File: src/rtl/mem_stage.sv
// mem_stage -- memory pipeline stage between EX/MEM and MEM/WB.
//
// Aligned loads and stores become a single request on a ready/valid data
// bus. Stores are lane-positioned, and load data is extracted and extended.
// While an access is outstanding, the stage asserts stall so that upstream
// holds its in_* inputs steady. Non-memory entries and misaligned accesses
// pass to the MEM/WB registers in one cycle without using the bus.
//
// Ports
//   clk, rst                 clock, synchronous active-high reset
//   in_valid, in_opr_res,    EX/MEM entry: valid, ALU result / byte address,
//   in_opr_b                 store data
//   in_rd, in_rf_en,         writeback control carried to out_*
//   in_wb_sel, in_pc4
//   in_dm_en, in_lsuop       memory access flag, {is_store, funct3}
//   stall                    upstream must hold in_* while high
//   dmem_req, dmem_we,       bus request, write enable, word address,
//   dmem_addr, dmem_be,      byte enables and write data
//   dmem_wdata
//   dmem_ready               bus accepts the request
//   dmem_rvalid, dmem_rdata  bus response (read word or write ack)
//   out_*                    registered MEM/WB payload; out_misalign flags
//                            a misaligned access that was dropped
module mem_stage #(
    parameter int DATA_WIDTH = 32,
    parameter int ADDR_WIDTH = 32
) (
    input  logic                  clk,
    input  logic                  rst,
    input  logic                  in_valid,
    input  logic [DATA_WIDTH-1:0] in_opr_res,
    input  logic [DATA_WIDTH-1:0] in_opr_b,
    input  logic [4:0]            in_rd,
    input  logic                  in_rf_en,
    input  logic [1:0]            in_wb_sel,
    input  logic [DATA_WIDTH-1:0] in_pc4,
    input  logic                  in_dm_en,
    input  logic [3:0]            in_lsuop,
    output logic                  stall,
    output logic                  dmem_req,
    output logic                  dmem_we,
    output logic [ADDR_WIDTH-1:0] dmem_addr,
    output logic [3:0]            dmem_be,
    output logic [DATA_WIDTH-1:0] dmem_wdata,
    input  logic                  dmem_ready,
    input  logic                  dmem_rvalid,
    input  logic [DATA_WIDTH-1:0] dmem_rdata,
    output logic                  out_valid,
    output logic [4:0]            out_rd,
    output logic                  out_rf_en,
    output logic [1:0]            out_wb_sel,
    output logic [DATA_WIDTH-1:0] out_pc4,
    output logic [DATA_WIDTH-1:0] out_opr_res,
    output logic [DATA_WIDTH-1:0] out_lsu_rdata,
    output logic                  out_misalign
);

    typedef enum logic [1:0] {
        IDLE = 2'd0,
        REQ  = 2'd1,
        WAIT = 2'd2
    } state_t;

    state_t state, state_next;

    logic                  aligned;
    logic                  start;
    logic [3:0]            be_new;
    logic [DATA_WIDTH-1:0] wdata_new;

    logic [1:0]            lat_off;
    logic [3:0]            lat_lsuop;
    logic [4:0]            lat_rd;
    logic                  lat_rf_en;
    logic [1:0]            lat_wb_sel;
    logic [DATA_WIDTH-1:0] lat_pc4;
    logic [DATA_WIDTH-1:0] lat_opr_res;

    logic [DATA_WIDTH-1:0] ld_shifted;
    logic [DATA_WIDTH-1:0] ld_data;

    // Access size decode; reserved funct3 codes (011/110/111) act as word.
    always_comb begin
        aligned   = (in_opr_res[1:0] == 2'b00);
        be_new    = 4'b1111;
        wdata_new = in_opr_b;
        case (in_lsuop[2:0])
            3'b000, 3'b100: begin
                aligned   = 1'b1;
                be_new    = 4'b0001 << in_opr_res[1:0];
                wdata_new = {4{in_opr_b[7:0]}};
            end
            3'b001, 3'b101: begin
                aligned   = ~in_opr_res[0];
                be_new    = 4'b0011 << in_opr_res[1:0];
                wdata_new = {2{in_opr_b[15:0]}};
            end
            default: ;
        endcase
    end

    assign start    = (state == IDLE) && in_valid && in_dm_en && aligned;
    assign dmem_req = (state == REQ);
    assign stall    = start || (state == REQ) || ((state == WAIT) && !dmem_rvalid);

    always_comb begin
        state_next = state;
        case (state)
            IDLE:    if (start)       state_next = REQ;
            REQ:     if (dmem_ready)  state_next = WAIT;
            WAIT:    if (dmem_rvalid) state_next = IDLE;
            default:                  state_next = IDLE;
        endcase
    end

    // Load formatting: bring the addressed lane down to bit 0, then extend.
    always_comb begin
        ld_shifted = dmem_rdata >> {lat_off, 3'b000};
        ld_data    = ld_shifted;
        case (lat_lsuop[2:0])
            3'b000:  ld_data = {{(DATA_WIDTH-8){ld_shifted[7]}}, ld_shifted[7:0]};
            3'b001:  ld_data = {{(DATA_WIDTH-16){ld_shifted[15]}}, ld_shifted[15:0]};
            3'b100:  ld_data = {{(DATA_WIDTH-8){1'b0}}, ld_shifted[7:0]};
            3'b101:  ld_data = {{(DATA_WIDTH-16){1'b0}}, ld_shifted[15:0]};
            default: ld_data = ld_shifted;
        endcase
        if (lat_lsuop[3]) begin
            ld_data = '0;
        end
    end

    always_ff @(posedge clk) begin
        if (rst) begin
            state         <= IDLE;
            dmem_we       <= 1'b0;
            dmem_addr     <= '0;
            dmem_be       <= '0;
            dmem_wdata    <= '0;
            lat_off       <= '0;
            lat_lsuop     <= '0;
            lat_rd        <= '0;
            lat_rf_en     <= 1'b0;
            lat_wb_sel    <= '0;
            lat_pc4       <= '0;
            lat_opr_res   <= '0;
            out_valid     <= 1'b0;
            out_rd        <= '0;
            out_rf_en     <= 1'b0;
            out_wb_sel    <= '0;
            out_pc4       <= '0;
            out_opr_res   <= '0;
            out_lsu_rdata <= '0;
            out_misalign  <= 1'b0;
        end else begin
            state        <= state_next;
            out_valid    <= 1'b0;
            out_misalign <= 1'b0;

            if (start) begin
                dmem_we     <= in_lsuop[3];
                dmem_addr   <= {in_opr_res[ADDR_WIDTH-1:2], 2'b00};
                dmem_be     <= be_new;
                dmem_wdata  <= wdata_new;
                lat_off     <= in_opr_res[1:0];
                lat_lsuop   <= in_lsuop;
                lat_rd      <= in_rd;
                lat_rf_en   <= in_rf_en;
                lat_wb_sel  <= in_wb_sel;
                lat_pc4     <= in_pc4;
                lat_opr_res <= in_opr_res;
            end else if ((state == IDLE) && in_valid) begin
                // Non-memory op, or a memory op that failed alignment
                // (start already covers the aligned memory case).
                out_valid     <= 1'b1;
                out_misalign  <= in_dm_en;
                out_rf_en     <= in_rf_en && !in_dm_en;
                out_rd        <= in_rd;
                out_wb_sel    <= in_wb_sel;
                out_pc4       <= in_pc4;
                out_opr_res   <= in_opr_res;
                out_lsu_rdata <= '0;
            end

            if ((state == WAIT) && dmem_rvalid) begin
                out_valid     <= 1'b1;
                out_rd        <= lat_rd;
                out_rf_en     <= lat_rf_en;
                out_wb_sel    <= lat_wb_sel;
                out_pc4       <= lat_pc4;
                out_opr_res   <= lat_opr_res;
                out_lsu_rdata <= ld_data;
            end
        end
    end

endmodule

File: config.mk
export PLATFORM = sky130hd
export DESIGN_NAME = mem_stage
export DESIGN_NICKNAME = d
export VERILOG_FILES = /design/src/rtl/mem_stage.sv
export SDC_FILE = /design/constraint.sdc
export NUM_CORES = 1
export LEC_CHECK = 0
export ABC_AREA = 1
export BUFFER_PORTS_ARGS = -buffer_cell sky130_fd_sc_hd__buf_2
export CAP_MARGIN = 20
export CELL_PAD_IN_SITES_DETAIL_PLACEMENT = 1
export CELL_PAD_IN_SITES_GLOBAL_PLACEMENT = 2
export CORE_ASPECT_RATIO = 1.75
export CORE_UTILIZATION = 27
export CTS_BUF_LIST = sky130_fd_sc_hd__clkbuf_16
export CTS_CLUSTER_SIZE = 28
export DETAILED_ROUTE_END_ITERATION = 10
export GPL_ROUTABILITY_DRIVEN = 0
export PLACE_DENSITY_LB_ADDON = 0.1
export REMOVE_ABC_BUFFERS = 1
export SLEW_MARGIN = 25
export SYNTH_ARGS = -nofsm -noshare
export SYNTH_HDL_FRONTEND = slang
export SYNTH_SLANG_ARGS = --single-unit
File: constraint.sdc
create_clock -name clk -period 1.8 [get_ports clk]
set_clock_uncertainty 0.2 [all_clocks]
set_input_delay 0.09 -clock clk [delete_from_list [all_inputs] [get_ports clk]]
set_output_delay 0.09 -clock clk [all_outputs]
set_load 0.1 [all_outputs]
==> results of run 1 <==
-- power breakdown --
part           switching (mW)  total, mW  internal (mW)  leakage (nW)
clock network            2.07       4.56           2.49         0.370
registers               0.123       5.26           5.14          1.80
logic                    2.66       3.67           1.01          4.53
total                    4.85       13.5           8.63          6.70
-- registers in the layout, summed over array words and instances (netlist names), 2 cells and up --
signal / count
dmem_be: 4
dmem_wdata: 32
lat_lsuop: 4
lat_opr_res: 31
lat_pc4: 32
lat_rd: 5
lat_wb_sel: 2
out_lsu_rdata: 32
out_opr_res: 32
out_pc4: 32
out_rd: 5
out_wb_sel: 2
state: 2
-- per-layer routing --
metal | track usage | up-vias | part of all wire
met5 | 0 | - | 0.00025
met4 | 0.0722 | 2 | 0.029
met3 | 0.0332 | 59 | 0.040
met2 | 0.409 | 232 | 0.54
met1 | 0.226 | 5238 | 0.39
li1 | - | 5435 | -
-- worst max-delay path, cell delays in order, from the launching register on --
cell	delay [ps]
dfxtp_2	350
buf_4	130
nand3b_1	120
o21ai_2	90
inv_2	70
nand2_4	70
buf_12	170
-- Yosys cell counts --
master and count:
a211oi_1 1, a21oi_1 197, buf_1 3, buf_2 41, buf_4 11, buf_6 8
clkbuf_1 48, clkinv_1 1, conb_1 1, dfxtp_1 220, inv_1 103, inv_2 4
nand2_1 362, nand2_2 3, nand2_4 1, nand3_1 101, nand3_2 1, nand3_4 1
nand3b_1 1, nor2_1 67, nor2_2 1, nor2_4 1, nor4_1 1, o211ai_1 7
o21a_1 1, o21ai_0 203, o21ai_1 2, o31ai_1 1
-- how the worst max path moves through the flow --
stage	startpoint	end	slack, ps	cells after the start
global route	state[1]$_SDFFE_PP0P_	stall	-110	6
global placement	state[1]$_SDFFE_PP0P_	out_misalign$_SDFF_PP0_	6	8
detailed placement	state[1]$_SDFFE_PP0P_	out_misalign$_SDFF_PP0_	5	8
finish	state[1]$_SDFFE_PP0P_	stall	-20	6
floorplan	state[0]$_SDFFE_PP0P_	out_lsu_rdata[16]$_SDFFE_PP0P_	-4830	6
CTS	state[1]$_SDFFE_PP0P_	stall	-70	7
-- area by class of cell --
class | instances | share of cell area
multi-input combinational | 954 | 0.307
sequential | 220 | 0.302
timing repair buffer | 535 | 0.275
clock buffer | 25 | 0.0428
tap | 465 | 0.0398
inverter | 108 | 0.0281
clock inverter | 17 | 0.00488
antenna | 2 | 0.000343
-- what timing repair did --
action,4_1_cts,5_1_grt
gates resized for setup,7,82
cloned,0,7
buffers inserted,4,2
pin swaps,2,4
setup endpoints to repair,4,182
hold endpoints to repair,219,2
hold buffers,153,1
-- cell families (layout without fill, tap and decap cells) --
kind of cell	after synthesis	count (layout)	synth area share
other	1	4	0.000388
AO/OA/AOI/OAI	412	412	0.216
flip-flops	220	220	0.455
buffers and inverters	219	685	0.101
AND/OR/NAND/NOR	540	540	0.228
-- stage by stage --
stage          instance area (um^2)  setup TNS, ps
3_3_place_gp                  11900              0
4_1_cts                       14200          -65.6
2_1_floorplan                  9110        -604930
3_5_place_dp                  11900              0
5_1_grt                       14600           -358
6_report                      14600          -20.1
==> impl_metrics.env, run 1 <==
export IMPL_yosys_warnings=0
export IMPL_portBuffers=320
export IMPL_die_height_um=252
export IMPL_failed_checks="setup timing"
export IMPL_detail_route_antenna_nets=0
export IMPL_die_x_um=145
export IMPL_timing_final_crit_period_ps=1820
export IMPL_hold_path_end="dmem_wdata[16]$_SDFFE_PP0P_"
export IMPL_grt_overflow=0
export IMPL_final_common_cell="nand2_1"
export IMPL_multi_input_area_um2=4490
export IMPL_leakagePower_nw=6.70
export IMPL_final_util=0.414
export IMPL_clk_latency_ps=530
export IMPL_drv_slew=0
export IMPL_p_per_area_nw_per_um2=924
export IMPL_grt_pass1_vias=11100
export IMPL_rr_startpoint="state[1]$_SDFFE_PP0P_"
export IMPL_cp_required_ps=1510
export IMPL_ys_seq_area_frac=0.455
export IMPL_grt_pass1_wl_mm=60.9
export IMPL_synthCells=1392
export IMPL_antenna_found_initial=3
export IMPL_setup_ws_ps=-20.1
export IMPL_hold_depth=7
export IMPL_r2r_cells=9
export IMPL_p_total_mw=13.5
export IMPL_routed_wl_mm=40.5
export IMPL_avgSynthCellArea_um2=6.95
export IMPL_clockBufferDepth=3
export IMPL_startpoint_type="register"
export IMPL_finalHoldViolCount=0
export IMPL_synth_top_cell_by_area="dfxtp_1"
export IMPL_worstMarginPinSlew_ps=574
export IMPL_numClockSinks=220
export IMPL_io_pins=323
export IMPL_core_area_um2=35300
export IMPL_relSlewSlack=0.620
export IMPL_dr_pass1_iters=4
export IMPL_routedWlPerCell_um=17.4
export IMPL_syn_area_um2=9670
export IMPL_syn_to_final_growth_pct=50.9
export IMPL_placedCellCount=2117
export IMPL_cts_inserted_buffers=24
export IMPL_htree_levels=1
export IMPL_hold_class="in2reg"
export IMPL_clkSlewWorstSetupHoldPaths_ps=60
export IMPL_vias_per_cell=4.71
export IMPL_rsz0062_at_grt="yes"
export IMPL_synth_seq_cells=220
export IMPL_die_area_um2=36600
export IMPL_setup_worst_path_end_class="output pin"
export IMPL_grt_util_all_layers=0.210
export IMPL_arrival_ps=1530
export IMPL_cts_tree="built"
export IMPL_drt_iter0_markers=328
export IMPL_vias=11000
export IMPL_worstReg2RegEnd="out_opr_res[8]$_SDFFE_PP0P_"
export IMPL_fill_cells=4431
export IMPL_max_freq_mhz=549
export IMPL_final_cell_mix="357 x nand2_1, 316 x buf_2, 218 x dfxtp_1, 174 x a21oi_1, 170 x o21ai_0"
export IMPL_fin_crit_sh=1.01
export IMPL_reg2reg_setup_slack_ps=70
export IMPL_ff_latch_area_um2=4410
export IMPL_drive_above_1_share=0.251
export IMPL_std_cell_rows=91
export IMPL_path_max_fanout=3
export IMPL_yosysUniqueCellTypes=28
export IMPL_route_detailed_drc=0
export IMPL_fin_nets=1989
export IMPL_layout_cells_non_filler=2326
export IMPL_place_hpwl_mm=26.8
export IMPL_ir_worst_vdd_v=0.000565
export IMPL_critPathKind="reg2out"
export IMPL_setup_viol=1
export IMPL_outcome="finished with violations"
export IMPL_grt_start_max_net_pins=61
export IMPL_synth_area_leaders="dfxtp_1 46%, nand2_1 14%, o21ai_0 11%, a21oi_1 10%, nand3_1 5.2%"
export IMPL_hp_start="in_lsuop[1]"
export IMPL_root_buffer="clkbuf_16"
export IMPL_hold_slack_ps=56.1
export IMPL_synth_top_area_frac=0.455
export IMPL_maxCapViolations=0
export IMPL_initial_utilization=0.274
export IMPL_pre_cts_ws_ps=4.73
(Power assumes the default switching activity.)
==> run 2, diff against run 1 <==
--- a/config.mk
+++ b/config.mk
@@ -11,8 +11,8 @@
 export CELL_PAD_IN_SITES_DETAIL_PLACEMENT = 1
 export CELL_PAD_IN_SITES_GLOBAL_PLACEMENT = 2
 export CORE_ASPECT_RATIO = 1.75
-export CORE_UTILIZATION = 27
-export CTS_BUF_LIST = sky130_fd_sc_hd__clkbuf_16
+export CORE_UTILIZATION = 28
+export CTS_BUF_LIST = sky130_fd_sc_hd__clkbuf_8
 export CTS_CLUSTER_SIZE = 28
 export DETAILED_ROUTE_END_ITERATION = 10
 export GPL_ROUTABILITY_DRIVEN = 0
==> run 2 against run 1 <==
Effect of this change: the run still ends with setup timing left; power is 1.9% lower; register-to-register slack worse by 210 ps; critical path type unchanged; hold slack worse by 40 ps; maximum frequency is 7.2% lower; final cell count is 0.26% higher; critical path depth is 2 higher; non-clock buffer count stayed put; via count is 0.36% higher; sequential power hardly changed.
==> impl_metrics.env, run 2 (synthesis gave the netlist of run 1 again) <==
export IMPL_max_stage_delay_ps=320
export IMPL_antenna_found_initial=1
export IMPL_outcome="finished with violations"
export IMPL_placed_cell_area_um2=11900
export IMPL_failed_checks="setup timing"
export IMPL_path_delay_family="buffers and inverters"
export IMPL_worstMarginPinSlew_ps=681
export IMPL_rsz0062_at_grt="yes"
export IMPL_grt_pass1_wl_mm=62.3
export IMPL_fin_crit_sh=1.09
export IMPL_fill_cells=4372
export IMPL_finalHoldViolCount=0
export IMPL_dr_pass1_iters=4
export IMPL_relSlewSlack=0.546
export IMPL_setup_ws_ps=-162
export IMPL_critPathKind="reg2out"
export IMPL_cts_tree="built"
export IMPL_die_x_um=143
export IMPL_cpMostUsedCell="nor2_1"
export IMPL_vias=11000
export IMPL_die_area_um2=35300
export IMPL_clkSlewWorstSetupHoldPaths_ps=60
export IMPL_timing_critical_path_buf_inv=3
export IMPL_grt_util_all_layers=0.229
export IMPL_reg2reg_setup_slack_ps=-140
export IMPL_io_pins=323
export IMPL_place_hpwl_mm=26.0
export IMPL_detail_route_antenna_nets=0
export IMPL_syn_to_final_growth_pct=48.8
export IMPL_htree_levels=2
export IMPL_arrival_ps=1670
export IMPL_pre_cts_ws_ps=-8.89
export IMPL_setup_worst_path_end_class="output pin"
export IMPL_std_cell_rows=89
export IMPL_timing_final_crit_period_ps=1960
export IMPL_drt_iter0_markers=282
export IMPL_worstReg2RegEnd="dmem_wdata[27]$_SDFFE_PP0P_"
export IMPL_die_height_um=248
export IMPL_max_freq_mhz=510
export IMPL_hold_class="in2reg"
export IMPL_cts_inserted_buffers=38
export IMPL_drive_above_1_share=0.237
export IMPL_hp_start="in_lsuop[0]"
export IMPL_hold_path_end="dmem_be[2]$_SDFFE_PP0P_"
export IMPL_numClockSinks=220
export IMPL_fin_nets=2003
export IMPL_routed_wl_mm=41.1
export IMPL_hold_depth=6
export IMPL_cp_required_ps=1510
export IMPL_p_total_mw=13.2
export IMPL_clockBufferDepth=3
export IMPL_clk_latency_ps=550
export IMPL_grt_start_max_net_pins=57
export IMPL_drv_slew=0
export IMPL_leakagePower_nw=6.71
export IMPL_initial_utilization=0.286
export IMPL_r2r_cells=10
export IMPL_final_common_cell="nand2_1"
export IMPL_path_max_fanout=2
export IMPL_startpoint_type="register"
export IMPL_final_cell_mix="360 x nand2_1, 316 x buf_2, 218 x dfxtp_1, 197 x a21oi_1, 186 x o21ai_0"
export IMPL_route_detailed_drc=0
export IMPL_p_per_area_nw_per_um2=919
export IMPL_root_buffer="clkbuf_8"
export IMPL_ir_worst_vdd_v=0.000488
export IMPL_core_area_um2=33900
export IMPL_grt_overflow=0
export IMPL_setup_viol=152
export IMPL_vias_per_cell=4.72
export IMPL_slowest_stage="dfxtp_2"
export IMPL_rr_startpoint="state[1]$_SDFFE_PP0P_"
export IMPL_maxCapViolations=0
export IMPL_routedWlPerCell_um=17.6
export IMPL_portBuffers=320
export IMPL_grt_pass1_vias=11500
export IMPL_crit_chain="nor2_1 > nand2_1 > nor2_1 > buf_4 > nand2_8 > buf_16 > nand2_4 > buf_12"
export IMPL_finish_instance_area_um2=14400
run 2: worst reg2reg max path, cell delays in order (launching register included):
cell and delay [ps]:
dfxtp_1 330, nor2_1 40, nand2_1 80, nor2_1 50, buf_4 150, nand2_8 60
buf_4 290, clkinv_1 190, buf_12 210, o21ai_1 130, a21oi_1 90
run 2: final cells by class:
type	instances	area, um^2	share of cell area
sequential	220	4410	0.306
multi-input combinational	954	4350	0.302
timing repair buffer	535	3980	0.277
clock buffer	45	619	0.0430
tap	455	569	0.0396
inverter	108	407	0.0283
clock inverter	14	57.6	0.00400
antenna	1	2.50	0.000174
run 2: what timing repair did:
| action | CTS | global route |
|---|---|---|
| gates resized for setup | 11 | 26 |
| hold endpoints to repair | 220 | 0 |
| cloned | 3 | 3 |
| setup buffers | 3 | 1 |
| pin swaps | 4 | 0 |
| endpoints found under the setup margin | 3 | 219 |
| hold buffers | 157 | 0 |
run 2: worst max-delay path by stage:
| stage | slack (ps) | depth (start not counted) | start | endpoint |
|---|---|---|---|---|
| after global placement | 20 | 8 | state[1]$_SDFFE_PP0P_ | stall |
| after floorplan | -4830 | 6 | state[0]$_SDFFE_PP0P_ | out_lsu_rdata[16]$_SDFFE_PP0P_ |
| after CTS | -210 | 8 | state[0]$_SDFFE_PP0P_ | stall |
| after detailed placement | -9 | 8 | state[1]$_SDFFE_PP0P_ | stall |
| after global routing | -250 | 8 | state[0]$_SDFFE_PP0P_ | stall |
| final | -160 | 8 | state[0]$_SDFFE_PP0P_ | stall |
run 2: metal layers:
metal	track usage	vias up	share of wire
li1	-	5456	-
met1	0.238	5236	0.38
met2	0.443	252	0.54
met3	0.0463	62	0.048
met4	0.0854	0	0.032
met5	0	-	0
run 2: per-stage QoR:
step	util	instances	hold WS (ps)	TNS, ps
after floorplan	-	1282	-40.9	-604930
after global placement	0.351	2105	144	0
after detailed placement	0.351	2105	154	-8.89
after CTS	0.422	2327	4.49	-5890
after global routing	0.425	2332	34.3	-28020
final	0.425	2332	16.4	-11860
run 2: where the power goes:
part	total [mW]	leakage (nW)	internal, mW	switching [mW]
Combinational	3.63	4.52	0.987	2.65
Clock	4.33	0.392	2.23	2.10
Sequential	5.26	1.80	5.14	0.125
